<file path="src/rtl/noc_pkg.sv">
// Shared NoC definitions: flit type encoding, default port widths and a
// helper that decodes the type field from the top two bits of a flit.
package noc_pkg;

  localparam int DATA_W = 35;
  localparam int VCH_W  = 1;
  localparam int NVC    = 2;
  localparam int CNT_W  = 16;

  typedef enum logic [1:0] {
    FT_BODY   = 2'b00,
    FT_HEAD   = 2'b01,
    FT_TAIL   = 2'b10,
    FT_SINGLE = 2'b11
  } flit_type_e;

  function automatic flit_type_e flit_type(input logic [1:0] hdr);
    return flit_type_e'(hdr);
  endfunction

endpackage

</file>
<file path="src/rtl/rr_arb.sv">
// Combinational round-robin picker: the first set request at or after ptr
// (wrapping) wins; returns one-hot grant, its index and an any-request flag.
module rr_arb #(
  parameter int N     = 4,
  parameter int IDX_W = 2
) (
  input  logic [N-1:0]     req,
  input  logic [IDX_W-1:0] ptr,
  output logic [N-1:0]     gnt,
  output logic [IDX_W-1:0] idx,
  output logic             any
);

  // Scan from the farthest offset down so the closest request to ptr wins.
  always_comb begin
    gnt = '0;
    idx = '0;
    any = 1'b0;
    for (int k = N - 1; k >= 0; k--) begin
      if (req[(int'(ptr) + k) % N]) begin
        gnt = '0;
        gnt[(int'(ptr) + k) % N] = 1'b1;
        idx = IDX_W'((int'(ptr) + k) % N);
        any = 1'b1;
      end
    end
  end

endmodule

</file>
<file path="src/rtl/noc_inject_arb.sv">
// Packet-atomic round-robin arbiter sharing one router injection port among
// NREQ tile requesters, with a one-entry output register toward the router.
//
//   state  | meaning
//   IDLE   | no packet lock; grant head/single flits round-robin
//   LOCKED | serving requester lock_g_q on VC lock_v_q until its tail
module noc_inject_arb
  import noc_pkg::*;
#(
  parameter int NREQ   = 4,
  parameter int DATA_W = noc_pkg::DATA_W,
  parameter int VCH_W  = noc_pkg::VCH_W,
  parameter int NVC    = noc_pkg::NVC,
  parameter int CNT_W  = noc_pkg::CNT_W
) (
  input  logic                   clk,
  input  logic                   rst,
  input  logic [NREQ*DATA_W-1:0] req_data,
  input  logic [NREQ-1:0]        req_valid,
  input  logic [NREQ*VCH_W-1:0]  req_vch,
  output logic [NREQ-1:0]        req_rdy,
  output logic [DATA_W-1:0]      odata,
  output logic                   ovalid,
  output logic [VCH_W-1:0]       ovch,
  input  logic [NVC-1:0]         ordy,
  output logic                   busy,
  output logic                   err_proto,
  output logic [CNT_W-1:0]       pkt_cnt
);

  localparam int PTR_W = $clog2(NREQ);

  typedef enum logic {IDLE, LOCKED} state_e;

  state_e            state_q, state_d;
  logic [PTR_W-1:0]  ptr_q, ptr_d, lock_g_q, lock_g_d, win_idx, garb_idx;
  logic [VCH_W-1:0]  lock_v_q, lock_v_d;
  logic [DATA_W-1:0] odata_q, load_data;
  logic [VCH_W-1:0]  ovch_q, load_vch;
  logic              ovalid_q, err_q;
  logic [CNT_W-1:0]  pkt_cnt_q;
  logic              load, err_set, cnt_inc, transfer, can_load, win_any;
  logic [NREQ-1:0]   elig, garbage, win_gnt;
  flit_type_e        ft [NREQ];
  logic [VCH_W-1:0]  vch [NREQ];

  assign transfer = ovalid_q & ordy[ovch_q];
  assign can_load = !ovalid_q | transfer;

  always_comb begin
    for (int i = 0; i < NREQ; i++) begin
      ft[i]      = flit_type(req_data[i*DATA_W + DATA_W - 2 +: 2]);
      vch[i]     = req_vch[i*VCH_W +: VCH_W];
      elig[i]    = req_valid[i] && (ft[i] == FT_HEAD || ft[i] == FT_SINGLE) && ordy[vch[i]];
      garbage[i] = req_valid[i] && (ft[i] == FT_BODY || ft[i] == FT_TAIL);
    end
  end

  // Stray body/tail flits are flushed lowest index first.
  always_comb begin
    garb_idx = '0;
    for (int i = NREQ - 1; i >= 0; i--) begin
      if (garbage[i]) garb_idx = PTR_W'(i);
    end
  end

  rr_arb #(.N(NREQ), .IDX_W(PTR_W)) u_rr_arb (
    .req (elig),
    .ptr (ptr_q),
    .gnt (win_gnt),
    .idx (win_idx),
    .any (win_any)
  );

  always_comb begin
    state_d   = state_q;
    ptr_d     = ptr_q;
    lock_g_d  = lock_g_q;
    lock_v_d  = lock_v_q;
    req_rdy   = '0;
    load      = 1'b0;
    load_data = '0;
    load_vch  = '0;
    err_set   = 1'b0;
    cnt_inc   = 1'b0;
    case (state_q)
      IDLE: begin
        if (win_any) begin
          if (can_load) begin
            req_rdy   = win_gnt;
            load      = 1'b1;
            load_data = req_data[int'(win_idx)*DATA_W +: DATA_W];
            load_vch  = vch[win_idx];
            ptr_d     = (int'(win_idx) == NREQ - 1) ? '0 : win_idx + 1'b1;
            if (ft[win_idx] == FT_HEAD) begin
              state_d  = LOCKED;
              lock_g_d = win_idx;
              lock_v_d = vch[win_idx];
            end else begin
              cnt_inc = 1'b1;
            end
          end
        end else if (|garbage) begin
          req_rdy[garb_idx] = 1'b1;
          err_set           = 1'b1;
        end
      end
      LOCKED: begin
        req_rdy[lock_g_q] = can_load;
        if (req_valid[lock_g_q] && can_load) begin
          case (ft[lock_g_q])
            FT_BODY: begin
              load      = 1'b1;
              load_data = req_data[int'(lock_g_q)*DATA_W +: DATA_W];
              load_vch  = lock_v_q;
            end
            FT_TAIL: begin
              load      = 1'b1;
              load_data = req_data[int'(lock_g_q)*DATA_W +: DATA_W];
              load_vch  = lock_v_q;
              cnt_inc   = 1'b1;
              state_d   = IDLE;
            end
            default: err_set = 1'b1;
          endcase
        end
      end
      default: state_d = IDLE;
    endcase
  end

  always_ff @(posedge clk) begin
    if (rst) begin
      state_q   <= IDLE;
      ptr_q     <= '0;
      lock_g_q  <= '0;
      lock_v_q  <= '0;
      odata_q   <= '0;
      ovch_q    <= '0;
      ovalid_q  <= 1'b0;
      err_q     <= 1'b0;
      pkt_cnt_q <= '0;
    end else begin
      state_q  <= state_d;
      ptr_q    <= ptr_d;
      lock_g_q <= lock_g_d;
      lock_v_q <= lock_v_d;
      if (load) begin
        ovalid_q <= 1'b1;
        odata_q  <= load_data;
        ovch_q   <= load_vch;
      end else if (transfer) begin
        ovalid_q <= 1'b0;
      end
      if (err_set) err_q <= 1'b1;
      if (cnt_inc) pkt_cnt_q <= pkt_cnt_q + 1'b1;
    end
  end

  assign odata     = odata_q;
  assign ovalid    = ovalid_q;
  assign ovch      = ovch_q;
  assign busy      = (state_q == LOCKED) | ovalid_q;
  assign err_proto = err_q;
  assign pkt_cnt   = pkt_cnt_q;

endmodule
</file>
<file path="config.mk">
export PLATFORM = sky130hd
export DESIGN_NAME = noc_inject_arb
export DESIGN_NICKNAME = d
export VERILOG_FILES = /design/src/rtl/noc_pkg.sv /design/src/rtl/rr_arb.sv /design/src/rtl/noc_inject_arb.sv
export SDC_FILE = /design/constraint.sdc
export NUM_CORES = 1
export LEC_CHECK = 0
export BUFFER_PORTS_ARGS = -buffer_cell sky130_fd_sc_hd__buf_4
export CAP_MARGIN = 0
export CORE_MARGIN = 8
export CORE_UTILIZATION = 30
export DETAILED_ROUTE_END_ITERATION = 8
export GPL_TIMING_DRIVEN = 0
export PLACE_DENSITY = 0.59
export SKIP_LAST_GASP = 1
export SLEW_MARGIN = 20
export SYNTH_ARGS = -nofsm -noshare
export SYNTH_HDL_FRONTEND = slang
export SYNTH_SLANG_ARGS = --single-unit
export TNS_END_PERCENT = 1
</file>
<file path="constraint.sdc">
create_clock -name clk -period 3.8 [get_ports clk]
set_clock_uncertainty 0.2 [all_clocks]
set_input_delay 0.76 -clock clk [delete_from_list [all_inputs] [get_ports clk]]
set_output_delay 0.76 -clock clk [all_outputs]
set_load 0.005 [all_outputs]
</file>
==> summary.txt, run 1 <==
Setup path
  • Worst EP arrival: roughly 2.8 ns
  • Reg-to-Reg Start: ptr_q[0]$_SDFFE_PP0P_
  • Crit. Startpoint: req_vch[1]
  • Critical Path RT: ~2.8 ns
  • Critical Path Fanout Max: 5
  • CP Launch Type: input pin
  • Critical path class: in -> out
  • Element type at the critical path end: output port
  • R2r setup slk: about 0.27 ns

Power
  • NetSw: around 0.001 W
  • Max rail drop VDD: 228 uV
  • Clock share of power: 0.321
  • Internal: roughly 0.0019 W
  • Comb pwr share: 0.417
  • Leakage power: about 3 nW
  • Sw Share: 0.340
  • Seq pwr share: 0.262
  • Pwr Density: about 380 nW/um^2

Place
  • Placed wire-length estimate: approximately 16 mm
  • Placer Congestion: 0.892
  • PortBufs: around 210
  • Dpl cells: 1033
  • Setup WS pre-CTS: -0.326 ns

Floorplanning
  • Chip Width: about 150 um
  • Floorplan Core Area: around 18000 um^2
  • # rows: 49
  • I/O pin count: ~210
  • Initial core utilization: 0.302
  • Die ar.: approximately 22000 um^2
  • Die Span Y: between 100 and 150 um

Logic synthesis
  • Synth Register Bits: 60
  • Synth Flop Type: dfxtp_1
  • EDFF count, synth: 0
  • Synthesized instance count: between 500 and 600
  • Asr flop ratio synth: 0
  • Syn_area_per_cell: between 9 and 10 um^2
  • Syn_nets: approximately 760
  • Seq/Total Area, Yosys: 0.224
  • Post-synthesis cell type count: between 50 and 60
  • Yosys Warn Count: 0
  • Mapped cell area: around 5400 um^2

Drt
  • Via count: approximately 5.7k
  • Vias/cell: around 5.4
  • WL final: 20.6 mm
  • Drt pass-1 iters: 4
  • Post-DR wirelength/cell: 19.6 um
  • DRC: 0
  • DRC marker count from the first detailed-route iteration: 263
  • ANT nets after route: 0

Finish
  • Area Overhead vs Synth: 43.1%
  • Most frequent cells in the layout: buf_4, a21oi_1, dfxtp_1
  • Fraction of final layout cells sized beyond drive strength 1: 0.424
  • Most common cell after layout, fill and taps aside: buf_4
  • Antenna Cells: 0
  • Final core utilization: 0.433
  • Fin cells: around 1.1k
  • Nets: ~980

Timing
  • Max-slew violations: 0
  • Worst setup margin: roughly 0.024 ns
  • Final setup fails: 0
  • Crit share post-route: 0.994
  • Final hold vios: 0
  • Minimum clock period after layout: roughly 3.8 ns
  • Hold_ws: ~0.28 ns
  • Worst Tran Pin Value: a little under 0.9 ns
  • Relative slew margins: 0.405
  • Max Freq: between 200 and 300 MHz
  • RSZ-0062 raised after global routing: true

CTS
  • Max clock buf depth: 2
  • Root buffer cell: clkbuf_16
  • Worst-Skew Late Latency: roughly 0.33 ns
  • Num Clock Sinks: 60
  • Clock Pin Slew Worst Setup and Hold Paths: around 0.05 ns
  • CTS H-tree depth: 3
  • CTS tree: yes
  • Total clock buffers created by CTS: 9

Min path
  • HP Class: reg -> reg
  • Min-delay src: lock_v_q$_SDFFE_PP0P_

Global routing
  • Initial antenna violation count: 0
  • First-pass GRT wire length: between 30 and 40 mm
  • Largest net degree at the start of global routing: 11
  • Vias in the first global route: roughly 5.7k
  • GRT Util Overall: 0.179
  • Overflow after GRT: 0

Run status
  • Outcome: complete, no violations

Job
  • Max cap viols: 0
-- per-layer routing --
layer | track usage | part of all wire
met1 | 0.223 | 0.42
met2 | 0.291 | 0.48
met3 | 0.0448 | 0.077
met4 | 0.0656 | 0.025
met5 | 0 | 0
-- per-stage QoR --
| step | power, W | TNS, ns | instance area [um^2] |
|---|---|---|---|
| floorplan | 0.00146 | 0 | 5360 |
| global placement | 0.00196 | -21.08 | 7210 |
| detailed placement | 0.00197 | -10.43 | 7220 |
| CTS | 0.00296 | -0.0754 | 7640 |
| global route | 0.00311 | -0.157 | 7670 |
| finish | 0.00294 | 0 | 7670 |
-- repair_timing --
item / in CTS / in global routing
endpoints found under the hold margin: 0 / 0
pin swaps: 5 / 8
buffers inserted: 4 / 1
setup endpoints to repair: 54 / 25
resized for setup: 16 / 12
hold buffers: 0 / 0
-- critical path, stage by stage --
cell,delay (ns)
buf_4,0.09
mux2_2,0.38
and2_1,0.18
mux4_2,0.57
nor2_4,0.21
buf_6,0.11
a221o_1,0.14
a31oi_1,0.08
a21oi_1,0.16
buf_4,0.14
-- path summary, 6_finish.rpt --
check | depth (start not counted) | end
hold reg to reg | 2 | lock_v_q$_SDFFE_PP0P_
setup / recovery | 10 | req_rdy[3]
hold / removal | 2 | lock_v_q$_SDFFE_PP0P_
setup reg to reg | 12 | pkt_cnt[8]$_SDFFE_PP0P_
-- power groups by stage --
stage | Clock [W] | Sequential [W] | Combinational, W
floorplan | 0 | 0.000777 | 0.000679
global placement | 0 | 0.000781 | 0.00118
detailed placement | 0 | 0.000782 | 0.00119
CTS | 0.000962 | 0.000770 | 0.00122
global route | 0.000996 | 0.000782 | 0.00133
finish | 0.000943 | 0.000771 | 0.00122
-- cell families (layout without fill, tap and decap cells) --
group | Yosys count | after routing | share of synthesized area
AO/OA/AOI/OAI | 178 | 178 | 0.221
adder cells (fa/ha/maj) | 9 | 9 | 0.0210
buffers and inverters | 56 | 285 | 0.0451
flip-flops | 60 | 60 | 0.224
multiplexers | 129 | 129 | 0.345
AND/OR/NAND/NOR | 162 | 162 | 0.144
-- cell type report --
cell class / count / area [um^2]
Clock inverter: 5 / 100
Fill cell: 1803 / 10100
Sequential cell: 60 / 1210
Clock buffer: 11 / 233
Tap cell: 229 / 287
Timing Repair Buffer: 215 / 1620
Inverter: 6 / 30.0
Buffer: 48 / 219
Multi-Input combinational cell: 478 / 3970
-- state kept, by name, summed over array words and instances (netlist names) --
register   flops
ovch           1
ptr_q          2
err_proto      1
ovalid         1
odata         35
state_q        1
lock_v_q       1
pkt_cnt       16
lock_g_q       2
-- Yosys cell counts (all sizes together) (11+ instances only) --
cell type | count | area (um^2)
a22oi | 37 | 278
nor2b | 16 | 100
nor2 | 35 | 134
a21oi | 63 | 315
nand2 | 56 | 210
mux4 | 39 | 878
mux2 | 51 | 578
mux2i | 39 | 390
nand3 | 11 | 55.1
clkbuf | 30 | 114
nor3 | 12 | 60.1
buf | 20 | 105
o211ai | 35 | 263
o21ai | 11 | 55.1
dfxtp | 60 | 1200
No activity file was read; power rests on OpenSTA's default activity.
==> run 2: changes to the inputs <==
- PLACE_DENSITY: 0.59 -> not set
- PLACE_DENSITY_LB_ADDON: not set -> 0.25
- SYNTH_HIERARCHICAL: not set -> 1
==> summary.txt, run 2 <==
Timing
  • Minimum clock period after layout: 3.72 ns (-0.0607 ns)
  • Worst Tran Pin Value: 0.737 ns (-0.155 ns)
  • Max Freq: 269 MHz (+1.6%)
  • Crit share post-route: 0.978 (-0.0160)
  • Worst setup margin: 0.0846 ns (+0.0607 ns)
  • Final hold vios: 0 (unchanged)
  • Final setup fails: 0 (unchanged)
  • Relative slew margins: 0.509 (+0.103)
  • Max-slew violations: 0 (unchanged)
  • Hold_ws: 0.250 ns (-0.0330 ns)
  • RSZ-0062 raised after global routing: true

Power
  • Pwr Density: 385 nW/um^2 (+0.45%)
  • Internal: 0.00185 W (-4.9%)
  • Seq pwr share: 0.275 (+0.013)
  • Clock share of power: 0.267 (-0.054)
  • Max rail drop VDD: 246 uV (+7.8%)
  • Sw Share: 0.337 (-0.00314)
  • Comb pwr share: 0.458 (+0.041)
  • NetSw: 0.000936 W (-6.2%)
  • Leakage power: 2.81 nW (-5.1%)

Drt
  • Vias/cell: 5.47 (+1.1%)
  • Via count: 5114 (-10%)
  • Post-DR wirelength/cell: 20.7 um (+5.7%)
  • ANT nets after route: 0 (unchanged)
  • DRC marker count from the first detailed-route iteration: 243 (-7.6%)
  • DRC: 0 (unchanged)
  • Drt pass-1 iters: 5 (+1)
  • WL final: 19.4 mm (-6.0%)

Finish
  • Most frequent cells in the layout: buf_4, mux4_2, a21oi_1, dfxtp_1, nand2_1
  • Max reg flops: 35 (unchanged)
  • Antenna Cells: 0 (unchanged)
  • Most common cell after layout, fill and taps aside: buf_4
  • Area Overhead vs Synth: 47.1%
  • Fraction of final layout cells sized beyond drive strength 1: 0.488 (+0.0641)
  • Nets: 876 (-11%)
  • Final Instance Area: 7220 um^2 (-5.8%)
  • Final core utilization: 0.453 (+0.0205)
  • Fin cells: 935 (-11%)

Floorplanning
  • I/O pin count: 211 (unchanged)
  • Chip Width: 144 um (-3.8%)
  • Initial core utilization: 0.308 (+0.00581)
  • Die ar.: 20700 um^2 (-7.4%)
  • Die Span Y: 144 um (-3.8%)
  • # rows: 46 (-6.1%)
  • Floorplan Core Area: 15900 um^2 (-10%)

Logic synthesis
  • Most numerous cell in the Yosys netlist: mux4_2
  • Yosys Warn Count: 6 (+6)
  • Seq/Total Area, Yosys: 0.245 (+0.0203)
  • Synth top area share: 0.330 (+0.106)
  • Synth Flop Type: dfxtp_1
  • Synth Register Bits: 60 (unchanged)
  • Syn_nets: 644 (-15%)
  • Mapped cell area: 4910 um^2 (-8.3%)
  • Syn_area_per_cell: 10.2 um^2 (+13%)
  • Post-synth top area cell: mux4_2
  • EDFF count, synth: 0 (unchanged)
  • Post-synthesis cell type count: 52 (+2.0%)
  • Synthesized instance count: 482 (-19%)
  • Synth top area cells: mux4_2, dfxtp_1, a21oi_1
  • Leading cell types by count after synthesis: mux4_2, dfxtp_1, a21oi_1
  • Asr flop ratio synth: 0 (unchanged)

CTS
  • Worst-Skew Late Latency: 0.33 ns (about the same)
  • Total clock buffers created by CTS: 9 (unchanged)
  • Max clock buf depth: 2 (unchanged)
  • Root buffer cell: clkbuf_16
  • Num Clock Sinks: 60 (unchanged)
  • CTS tree: yes
  • CTS H-tree depth: 3 (unchanged)
  • Clock Pin Slew Worst Setup and Hold Paths: 0.06 ns (about the same)

Job
  • Max cap viols: 0 (unchanged)

Setup path
  • Critical Path RT: 2.84 ns (about the same)
  • Worst EP arrival: 2.76 ns (-0.06 ns)
  • Element type at the critical path end: output port
  • Reg-to-Reg Start: ptr_q[1]$_SDFFE_PP0P_
  • Critical Path Fanout Max: 10 (+5)
  • Critical path class: reg -> out
  • CP Launch Type: register
  • Crit. Startpoint: ptr_q[1]$_SDFFE_PP0P_

Place
  • Placed wire-length estimate: 15.7 mm (-1.7%)
  • Placer Congestion: 0.852 (-4.5%)
  • Dpl cell area: 6750 um^2 (-6.5%)
  • PortBufs: 209 (unchanged)
  • Dpl cells: 907 (-12%)
  • Setup WS pre-CTS: -0.957 ns (-0.631 ns)

Min path
  • Min-delay src: odata[17]$_SDFFE_PP0P_
  • HP Class: reg -> reg

Global routing
  • Overflow after GRT: 0 (unchanged)
  • Vias in the first global route: 5348 (-6.4%)
  • Largest net degree at the start of global routing: 11 (unchanged)
  • First-pass GRT wire length: 28.9 mm (-9.0%)
  • GRT Util Overall: 0.181 (+0.00221)
  • Initial antenna violation count: 0 (unchanged)

Run status
  • Outcome: complete, no violations
## run 2: kinds of logic after synthesis
| logic type | synth area share |
|---|---|
| flip-flops | 0.245 |
| multiplexers | 0.371 |
| AO/OA/AOI/OAI | 0.181 |
| AND/OR/NAND/NOR | 0.130 |
| XOR/XNOR | 0.00178 |
| buffers and inverters | 0.0461 |
| adder cells (fa/ha/maj) | 0.0255 |
## run 2: cell type report
class                           instances  area, um^2
Sequential cell                        60        1210
Multi-Input combinational cell        371        3530
Fill cell                            1493        8720
Clock inverter                          5        27.5
Timing Repair Buffer                  221        1660
Tap cell                              216         270
Buffer                                 44         251
Inverter                                7        30.0
Clock buffer                           11         243
## run 2: final timing paths
kind | to | slack, ns | depth (start not counted)
worst max register to register | odata[2]$_SDFFE_PP0P_ | 0.10 | 12
worst min-delay path | odata[17]$_SDFFE_PP0P_ | 0.25 | 2
worst max-delay path | req_rdy[0] | 0.08 | 10
worst min register to register | odata[17]$_SDFFE_PP0P_ | 0.25 | 2
## run 2: repair_timing
action	CTS	global route
gates cloned	0	0
hold buffers	0	0
setup buffers	5	7
endpoints found under the setup margin	52	35
pin swaps	0	2
resized for setup	18	17
## run 2: routing by layer
metal,global-route usage,vias up,routed length [um]
met1,0.210,2479,7630
li1,-,2389,-
met3,0.0405,35,1350
met5,0,-,0
met4,0.0725,0,501
met2,0.316,211,9860
## run 2: power by group through the flow
stage	combinational [W]	sequential (W)	clock [W]
4_1_cts	0.00124	0.000766	0.000762
5_1_grt	0.00137	0.000773	0.000793
2_1_floorplan	0.000725	0.000772	0
3_3_place_gp	0.00116	0.000774	0
6_report	0.00127	0.000764	0.000744
3_5_place_dp	0.00120	0.000776	0
## run 2: worst max-delay path: stages (launching register included)
cell	delay (ns)
dfxtp_4	0.41
inv_2	0.11
ha_1	0.33
buf_6	0.16
or3b_1	0.36
o211ai_2	0.13
nand4_1	0.15
a41oi_1	0.28
a31oi_1	0.12
o32ai_1	0.19
buf_4	0.18
## run 2: per-stage QoR
stage | total power (W) | TNS (ns)
2_1_floorplan | 0.00150 | 0
3_3_place_gp | 0.00194 | -29.05
3_5_place_dp | 0.00197 | -32.66
4_1_cts | 0.00276 | -0.140
5_1_grt | 0.00294 | -0.0543
6_report | 0.00278 | 0
